`config.mk`:
```
export PLATFORM = sky130hd
export DESIGN_NAME = mcdf_formatter
export DESIGN_NICKNAME = d
export VERILOG_FILES = /design/src/rtl/fmt_pkg.sv /design/src/rtl/fmt_sync_fifo.sv /design/src/rtl/mcdf_formatter.sv
export SDC_FILE = /design/constraint.sdc
export NUM_CORES = 1
export LEC_CHECK = 0
export CAP_MARGIN = 10
export CORE_ASPECT_RATIO = 0.8
export CORE_MARGIN = 3
export CORE_UTILIZATION = 44
export CTS_CLUSTER_DIAMETER = 30
export DETAILED_ROUTE_END_ITERATION = 16
export GPL_TIMING_DRIVEN = 0
export PLACE_DENSITY = 0.7
export SYNTH_ARGS = -nofsm -noshare
export SYNTH_HDL_FRONTEND = slang
export SYNTH_HIERARCHICAL = 1
export SYNTH_SLANG_ARGS = --single-unit
```
`constraint.sdc`:
```
create_clock -name clk -period 6.8 [get_ports clk]
set_input_delay 1.02 -clock clk [delete_from_list [all_inputs] [get_ports clk]]
set_output_delay 1.02 -clock clk [all_outputs]
set_load 0.01 [all_outputs]
```
`src/rtl/fmt_pkg.sv`:
```
// Shared types and helpers for the MCDF packet formatter: FSM states, the
// buffered word header and the channel length-code decode.
package fmt_pkg;

  typedef enum logic [1:0] {
    IDLE = 2'd0,
    REQ  = 2'd1,
    SEND = 2'd2
  } fsm_state_e;

  localparam int MAX_PKT = 32;

  // Header carried with every buffered word; the data field is appended by the
  // top level because its width is a parameter there.
  typedef struct packed {
    logic       end_tag;
    logic [1:0] id;
    logic [5:0] len;
  } fmt_hdr_t;

  function automatic logic [5:0] len_decode(input logic [2:0] code);
    if (code > 3'd5) return 6'd32;
    return 6'd1 << code;
  endfunction

endpackage

```
`src/rtl/fmt_sync_fifo.sv`:
```
// Single-clock FIFO holding formatter entries; storage is not reset, only the
// pointers and occupancy count are.
module fmt_sync_fifo #(
  parameter int  DEPTH   = 32,
  parameter type ENTRY_T = logic
) (
  input  logic   clk,
  input  logic   rst,
  input  logic   i_push,
  input  ENTRY_T i_din,
  input  logic   i_pop,
  output ENTRY_T o_dout,
  output logic   o_full,
  output logic   o_empty
);

  localparam int AW = $clog2(DEPTH);
  localparam int CW = $clog2(DEPTH + 1);

  ENTRY_T        r_mem [DEPTH];
  logic [AW-1:0] r_wptr;
  logic [AW-1:0] r_rptr;
  logic [CW-1:0] r_count;

  // Explicit wrap so non-power-of-two depths index correctly.
  function automatic logic [AW-1:0] ptr_inc(input logic [AW-1:0] p);
    return (p == AW'(DEPTH - 1)) ? '0 : p + AW'(1);
  endfunction

  always_ff @(posedge clk) begin
    if (i_push) r_mem[r_wptr] <= i_din;
  end

  always_ff @(posedge clk) begin
    if (rst) begin
      r_wptr  <= '0;
      r_rptr  <= '0;
      r_count <= '0;
    end else begin
      if (i_push) r_wptr <= ptr_inc(r_wptr);
      if (i_pop)  r_rptr <= ptr_inc(r_rptr);
      case ({i_push, i_pop})
        2'b10:   r_count <= r_count + CW'(1);
        2'b01:   r_count <= r_count - CW'(1);
        default: r_count <= r_count;
      endcase
    end
  end

  assign o_dout  = r_mem[r_rptr];
  assign o_full  = (r_count == CW'(DEPTH));
  assign o_empty = (r_count == '0);

endmodule

```
`src/rtl/mcdf_formatter.sv`:
```
// MCDF formatter: buffers arbiter words per packet and replays whole packets on
// the fmt_* bus with a req/grant handshake. Define FMT_PKT_CNT_EN to add pkt_sent.
module mcdf_formatter
  import fmt_pkg::*;
#(
  parameter int DEPTH = 32,
  parameter int DW    = 32
) (
  input  logic          clk,
  input  logic          rst,
  input  logic          a2f_val,
  input  logic [1:0]    a2f_id,
  input  logic [DW-1:0] a2f_dat,
  input  logic [2:0]    slv0_len,
  input  logic [2:0]    slv1_len,
  input  logic [2:0]    slv2_len,
  output logic          f2a_ack,
  output logic          fmt_req,
  input  logic          fmt_grant,
  output logic [1:0]    fmt_chid,
  output logic [5:0]    fmt_length,
  output logic          fmt_start,
  output logic          fmt_end,
  output logic [DW-1:0] fmt_data
`ifdef FMT_PKT_CNT_EN
  ,
  output logic [15:0]   pkt_sent
`endif
);

  localparam int CW = $clog2(DEPTH + 1);

  if (DEPTH < MAX_PKT) begin : g_depth_err
    $error("mcdf_formatter: DEPTH must hold one maximum-length packet");
  end

  typedef struct packed {
    fmt_hdr_t      hdr;
    logic [DW-1:0] data;
  } entry_t;

  logic          r_in_busy;
  logic [1:0]    r_in_id;
  logic [5:0]    r_in_len;
  logic [5:0]    r_in_cnt;
  logic [CW-1:0] r_pkt_cnt;
  fsm_state_e    r_state;
  fsm_state_e    w_next;
  logic          r_sof;

  logic [2:0]    w_len_code;
  logic [5:0]    w_pkt_len;
  logic [5:0]    w_word_idx;
  logic          w_push;
  logic          w_push_last;
  logic          w_pop;
  logic          w_pop_last;
  logic          w_full;
  logic          w_empty;
  entry_t        w_push_entry;
  entry_t        w_head;

  // Input side: length is latched on the first word, later register edits ignored
  always_comb begin
    case (a2f_id)
      2'd0:    w_len_code = slv0_len;
      2'd1:    w_len_code = slv1_len;
      default: w_len_code = slv2_len;
    endcase
  end

  assign w_pkt_len   = r_in_busy ? r_in_len : len_decode(w_len_code);
  assign w_word_idx  = r_in_busy ? r_in_cnt : 6'd0;
  assign f2a_ack     = (a2f_val & ~w_full & (~r_in_busy | (a2f_id == r_in_id)))
                     | (a2f_val & (a2f_id == 2'd3));
  assign w_push      = f2a_ack & (a2f_id != 2'd3);
  assign w_push_last = w_push & (w_word_idx == w_pkt_len - 6'd1);

  assign w_push_entry.hdr.end_tag = w_push_last;
  assign w_push_entry.hdr.id      = a2f_id;
  assign w_push_entry.hdr.len     = w_pkt_len;
  assign w_push_entry.data        = a2f_dat;

  always_ff @(posedge clk) begin
    if (rst) begin
      r_in_busy <= 1'b0;
      r_in_cnt  <= '0;
      r_in_id   <= '0;
      r_in_len  <= '0;
    end else if (w_push) begin
      if (w_push_last) begin
        r_in_busy <= 1'b0;
        r_in_cnt  <= '0;
      end else begin
        r_in_busy <= 1'b1;
        r_in_cnt  <= w_word_idx + 6'd1;
      end
      if (!r_in_busy) begin
        r_in_id  <= a2f_id;
        r_in_len <= w_pkt_len;
      end
    end
  end

  fmt_sync_fifo #(
    .DEPTH   (DEPTH),
    .ENTRY_T (entry_t)
  ) u_fifo (
    .clk     (clk),
    .rst     (rst),
    .i_push  (w_push),
    .i_din   (w_push_entry),
    .i_pop   (w_pop),
    .o_dout  (w_head),
    .o_full  (w_full),
    .o_empty (w_empty)
  );

  assign w_pop      = (r_state == SEND) & ~w_empty;
  assign w_pop_last = w_pop & w_head.hdr.end_tag;

  // Count of complete packets waiting in the buffer
  always_ff @(posedge clk) begin
    if (rst) begin
      r_pkt_cnt <= '0;
    end else begin
      case ({w_push_last, w_pop_last})
        2'b10:   r_pkt_cnt <= r_pkt_cnt + CW'(1);
        2'b01:   r_pkt_cnt <= r_pkt_cnt - CW'(1);
        default: r_pkt_cnt <= r_pkt_cnt;
      endcase
    end
  end

  always_ff @(posedge clk) begin
    if (rst) begin
      r_state <= IDLE;
      r_sof   <= 1'b0;
    end else begin
      r_state <= w_next;
      r_sof   <= (r_state == REQ) & fmt_grant;
    end
  end

  // A packet completing this cycle requests immediately; SEND always returns
  // through IDLE, which provides the gap between packets.
  always_comb begin
    w_next = r_state;
    case (r_state)
      IDLE:    if ((r_pkt_cnt != '0) || w_push_last) w_next = REQ;
      REQ:     if (fmt_grant) w_next = SEND;
      SEND:    if (w_pop_last) w_next = IDLE;
      default: w_next = IDLE;
    endcase
  end

  always_comb begin
    fmt_req    = 1'b0;
    fmt_chid   = '0;
    fmt_length = '0;
    fmt_start  = 1'b0;
    fmt_end    = 1'b0;
    fmt_data   = '0;
    case (r_state)
      REQ: begin
        fmt_req    = 1'b1;
        fmt_chid   = w_head.hdr.id;
        fmt_length = w_head.hdr.len;
      end
      SEND: begin
        fmt_chid   = w_head.hdr.id;
        fmt_length = w_head.hdr.len;
        fmt_data   = w_head.data;
        fmt_start  = r_sof;
        fmt_end    = w_head.hdr.end_tag;
      end
      default: ;
    endcase
  end

`ifdef FMT_PKT_CNT_EN
  always_ff @(posedge clk) begin
    if (rst)          pkt_sent <= '0;
    else if (fmt_end) pkt_sent <= pkt_sent + 16'd1;
  end
`endif

endmodule

```
Yosys cells after proc, flatten, opt, wreduce, memory -nomap -nowiden
Memories as Yosys holds them, arrays and structs flattened. A register that Yosys moved wholly into a read port is not among the register bits.
Cells that the tools add are included.
- flip-flop bits (word level): 40
- RAM bits: 1312
- input port bits: 47
- output and inout port bits: 44
- logic and storage cells: 87
- memories kept: 1
- add/subtract/negate cells: 8
- order comparisons: 1
- eq/ne operators: 17
- shift operators: 1
- muxes and demuxes: 26
- bitwise gates (word level): 13
- reduce and logical (&&, ||, !) cells: 10
- memories (name ; depth ; bits a word ; read ports ; clocked after memory_dff ; write ports ; RTL line ; RTL):
    u_fifo.r_mem ; 32 ; 41 ; 1 ; 1 ; 1 ; fmt_sync_fifo.sv:20 ; ENTRY_T r_mem [DEPTH];
- operators with widths (operator ; number):
    6-bit 2-to-1 mux ; 6
    32-bit 2-to-1 mux ; 1
    6-bit case mux with 2 select lines ; 2
    5-bit 2-to-1 mux ; 4
    6-bit by 1-bit adder with 6-bit output, second input constant ; 3
    6-bit by 1-bit subtractor with 6-bit output, second input constant ; 3
    5-bit by 1-bit adder with 5-bit output, second input constant ; 2
    5-bit equality test, second input constant ; 2
    1-bit AND ; 8
    2-bit by 1-bit equality test with 1-bit output, second input constant ; 4
    2-bit equality test, second input constant ; 4
    2-bit 2-to-1 mux ; 4
    2-bit != test, second input constant ; 4
    1-bit 2-to-1 mux ; 7
    6-bit equality test ; 1
    6-bit equality test, second input constant ; 1
    6-bit zero test ; 1
    2-bit case mux with 3 select lines ; 1
    3-bit case mux with 2 select lines ; 1
    6-bit nonzero test ; 1
    1-bit by 3-bit << shifter with 6-bit output, first input constant ; 1
    2-bit zero test ; 2
    2-bit nonzero test ; 2
    3-bit greater-than comparator, second input constant ; 1
    7 further kinds ; 10

Depth between registers and ports, before layout
- depth after elaboration: 12
- mapped depth: 24
- depth with buffers taken out: 22

Modules after synthesis
Netlist, hierarchy kept.
- by module, submodules not included (module ; instances ; cells an instance ; area each (um^2) ; seq. area each (um^2)):
    fmt_sync_fifo ; 1 ; 2578 ; 51328.0 ; 39818.2
    mcdf_formatter ; 1 ; 282 ; 2129.5 ; 480.5

Least setup slack after synthesis
No wires, ideal clock.
- path kind: input to register
- start point: input port a2f_id[0]
- end point: register r_pkt_cnt[4]
- arrival: 6270 ps
- data required time: 6672 ps
- path slack: 402 ps
- stages: 23
- buffers on the path: 2
- cells stage by stage: buf_6 mux2_4 o21ai_1 nand2_1 nor3_1 a21oi_1 ha_1 nor3b_1 a22oi_1 o221ai_1 a221oi_4 nand2_1 nor3_1 inv_1 ha_1 buf_1 xor2_1 ha_1 a21oi_1 a32oi_1 a21oi_1 xnor2_1 nor2_1
- cells in the longest elaborated chain, start to end: 11
- ends and longest elaborated chain (element ; RTL line ; RTL):
    from (decl) ; mcdf_formatter.sv:12 ; input logic [1:0] a2f_id,
    2-bit by 1-bit equality test with 1-bit output or 2-bit zero test (tied branches) ; mcdf_formatter.sv:65 ; case (a2f_id)
    3-bit case mux with 2 select lines ; mcdf_formatter.sv:65 ;
    3-bit greater-than comparator ; fmt_pkg.sv:22 ; if (code > 3'd5) return 6'd32;
    1-bit 2-to-1 mux ; fmt_pkg.sv:22 ;
    6-bit 2-to-1 mux ; fmt_pkg.sv:23 ; return 6'd1 << code;
    6-bit 2-to-1 mux ; mcdf_formatter.sv:72 ; assign w_pkt_len = r_in_busy ? r_in_len : len_decode(w_len_code);
    6-bit by 1-bit subtractor with 6-bit output ; mcdf_formatter.sv:77 ; assign w_push_last = w_push & (w_word_idx == w_pkt_len - 6'd1);
    6-bit equality test ; mcdf_formatter.sv:77 ;
    1-bit AND * ; mcdf_formatter.sv:77 ;
    via w_push_last ; mcdf_formatter.sv:55 ; logic w_push_last;
    2-bit by 1-bit equality test with 1-bit output or 2-bit equality test (tied branches) ; mcdf_formatter.sv:127 ; case ({w_push_last, w_pop_last})
    6-bit case mux with 2 select lines or 2-bit nonzero test (tied branches) ; -- ;
    to (signal assigned) ; mcdf_formatter.sv:128 ; 2'b10: r_pkt_cnt <= r_pkt_cnt + CW'(1);
    to (signal assigned) ; mcdf_formatter.sv:129 ; 2'b01: r_pkt_cnt <= r_pkt_cnt - CW'(1);
    to (signal assigned) ; mcdf_formatter.sv:130 ; default: r_pkt_cnt <= r_pkt_cnt;
    to (decl) ; mcdf_formatter.sv:46 ; logic [CW-1:0] r_pkt_cnt;
The timed path passes the listed nets; every way through them passes the cells marked *.
A chain may end at the register's enable or synchronous reset.

==> impl_metrics.ini <==
[timing]
final.setup.worst_slack_ns = 0.723
period_needed_ns = 6.08
rsz0062_at_grt = false
hold_viol = 0
slew_hr_pct = 19.1
fin_worst_hold_slack_ns = 0.514
final-setup-viol-count = 0
worst_tran_pin_value_ns = 1.21
maximum_clock_frequency_mhz = 165
final_min_period_over_clock_period_pct = 89.4
timing.setup.tns_ns = 0
finalClockSkew_ns = 0.0286
max_slew_violation_count = 0

[clocking]
htree_levels = 4
postCtsResizedCells = 0
tritoncts = built
cts_made_buffers = 200
cts_post_setup_buffers_inserted = 0
numClockSinks = 1357
clock_tree.buffer_depth = 3
cts_hold_repair.buffers = 0
cts_root_buffer = sky130_fd_sc_hd__clkbuf_16
clk_slew_on_worst_s_h_paths_ns = 0.06
clkLatencyLatePin_ns = 0.81

[outcome]
status = finished, final reports clean

[placed_design]
globalplace.congestion = 0.821
pre_cts_slack_ns = -0.501
postPlaceCellArea_um2 = 57700
placed_cells = 4612
place.detailed.hpwl_um = 89600
port_buffers = 90

[grt]
gr-total-overflow = 0
grt_pass1_vias = 29917
grt_first_pass_wirelength_um = 205000
maximum_number_of_pins_on_one_net_before_global_route_repair = 34
grt_antenna_before_repair = 2
grt_usage_pct = 22.3

[critical_path]
slowest_stage = sky130_fd_sc_hd__clkbuf_1
worst_ep_arrival_ns = 5.06
crit_fanout = 10
worstSetupStartpointType = register
critical_path.endpoint_type = output pin
critPathRequiredTime_ns = 5.78
worstSetupPathType = reg -> out
cpMostUsedCell = sky130_fd_sc_hd__clkbuf_1
timing.critical_path.max_delay_family = buffers and inverters
cpPeakStageDelay_ns = 0.86
crit_chain = clkbuf_1 > buf_2 > clkbuf_1 > clkbuf_1 > a211oi_1 > nor3_1 > or4_1 > and2_1 > clkdlybuf4s50_1
combined_buffer_and_inverter_count_along_the_critical_path = 5

[route]
final_antenna_violating_net_count = 0
detail_route.wl_per_cell_um = 28.4
vias = 29974
drt_first_pass_iters = 5
route.final.wire_length_um = 142000
drt_iter0_drc = 3930
drt-vias-per-instance = 6.00
drc_violations = 0

[final_layout]
fin_nets = 3272
multi_input_area_um2 = 12600
num-fill-cells = 9072
syn2layout_area_growth_pct = 21.2
drive_gt1_share_pct = 24.3
register_cell_area_after_layout_um2 = 40300
fin_cells = 4993
postLayoutCellArea_um2 = 64800

[logic_synthesis]
number_of_nets_produced_by_synthesis = 2926
synthDistinctLibCells = 71
synth_area_per_cell_um2 = 18.7
yosys_register_bits = 1357
synth.top_cells.by_area = sky130_fd_sc_hd__edfxtp_1 (74%), sky130_fd_sc_hd__mux4_2 (6.9%), sky130_fd_sc_hd__mux2_2 (3.9%)
synth_largest_area_cell = sky130_fd_sc_hd__edfxtp_1
synth-seq-area-share_pct = 75.4
yosys.area.top_type_share_pct = 73.7
yosys_warnings = 6
ys.flop_type = sky130_fd_sc_hd__edfxtp_1
synth.cell_area_um2 = 53500
synthesis.instances = 2860
synth_enable_flop_cells = 1312
async_flop_share_pct = 0

[floorplan]
start_util_pct = 44.7
placeableCoreArea_um2 = 120000
pin_count = 91
placementRows = 113
die_h_um = 318
design.die.area_um2 = 126000
die_width_um = 396

[pwr]
peakVddDrop_v = 0.000285
pleak_nw = 20.4
power_per_cell_area_nw_per_um2 = 311

[run]
max_cap_violations = 0

[hold_path]
min-delay-path-class = reg -> reg
==> power by group <==
| part | total (mW) | switching (mW) | internal, mW |
|---|---|---|---|
| sequential | 9.24 | 0.0147 | 9.23 |
| combinational | 0.436 | 0.296 | 0.140 |
| clock | 10.5 | 4.03 | 6.46 |
| total | 20.2 | 4.34 | 15.8 |
==> state kept, by name, summed over array words and instances (netlist names), named ones only <==
register        flops
r_in_busy           1
r_in_cnt            6
r_in_id             2
r_in_len            6
r_pkt_cnt           6
r_sof               1
r_state             2
u_fifo/r_count      6
u_fifo/r_mem     1312
u_fifo/r_rptr       5
u_fifo/r_wptr       5
==> synthesized netlist by cell type (all sizes together), types with 3 or more instances <==
master,count
nand3,9
mux2i,9
a211o,3
clkbuf,125
edfxtp,1312
mux4,164
xnor2,6
a21oi,24
nand2b,7
a31oi,5
dfxtp,45
nor2,83
o22ai,84
a211oi,83
nand3b,4
o21ai,97
or3,5
ha,19
nor3b,8
buf,45
a22oi,11
nand4,3
inv,18
mux2,252
or4,42
nor4,3
a21o,6
a22o,82
nor3,90
and2,43
a2111o,3
nand2,34
and3,7
nor2b,93
xor2,9
a32oi,3
==> cell families (layout without fill, tap and decap cells) <==
kind of cell / Yosys count / in the layout / synth area share, %
flip-flops: 1357 / 1357 / 75.4
AND/OR/NAND/NOR: 440 / 440 / 4.58
multiplexers: 425 / 425 / 12.4
AO/OA/AOI/OAI: 416 / 416 / 5.39
buffers and inverters: 188 / 709 / 1.53
adder cells (fa/ha/maj): 19 / 19 / 0.445
XOR/XNOR: 15 / 15 / 0.246
other: 0 / 2 / 0
==> per-stage QoR <==
step                      utilization (%)  power (mW)
final                                54.1        20.2
after CTS                            54.1        20.3
after detailed placement             48.3        9.84
after global routing                 54.1        20.7
after global placement               47.1        9.82
after floorplan                         -        9.59
==> per-layer routing <==
layer | vias up | track usage [%] | wire, µm
met5 | - | 0 | 0
met4 | 0 | 7.64 | 4300
met3 | 258 | 5.44 | 14100
met2 | 1744 | 33.9 | 64900
met1 | 15547 | 31.6 | 58600
li1 | 12425 | - | -
==> placed cells by master (no fill, tap or decap), drive strengths merged, types with 84 or more instances in the layout <==
| cell type | n |
|---|---|
| buf | 99 |
| clkbuf | 344 |
| clkdlybuf4s50 | 90 |
| edfxtp | 1312 |
| mux2 | 252 |
| mux4 | 164 |
| nor2b | 93 |
| nor3 | 90 |
| o21ai | 97 |
| o22ai | 84 |
==> worst min-delay path, delay by kind of cell, from the launching register on <==
| kind | cells | cell delay (ns) |
|---|---|---|
| and+or+nand+nor | 1 | 0.07 |
| AOI/OAI and AO/OA | 1 | 0.05 |
| DFF | 1 | 0.34 |
==> layout make-up <==
type                       instances  area share, %
antenna                            2        0.00773
buffer                           170           1.16
clock buffer                     219           7.92
clock inverter                   158           2.86
inverter                          18          0.104
multi-input combinational       1315           19.4
sequential                      1357           62.2
tap                             1610           3.11
timing repair buffer             144           3.19
==> final timing paths <==
check | to | slack [ns] | cells after the start | startpoint
setup / recovery | fmt_chid[1] | 0.72 | 9 | register
hold / removal | r_in_cnt[1] | 0.51 | 2 | r_in_cnt[1]
setup reg to reg | r_pkt_cnt[4] | 1.08 | 19 | register
hold reg to reg | r_in_cnt[1] | 0.51 | 2 | r_in_cnt[1]
Power figures use the tool's default switching activity.
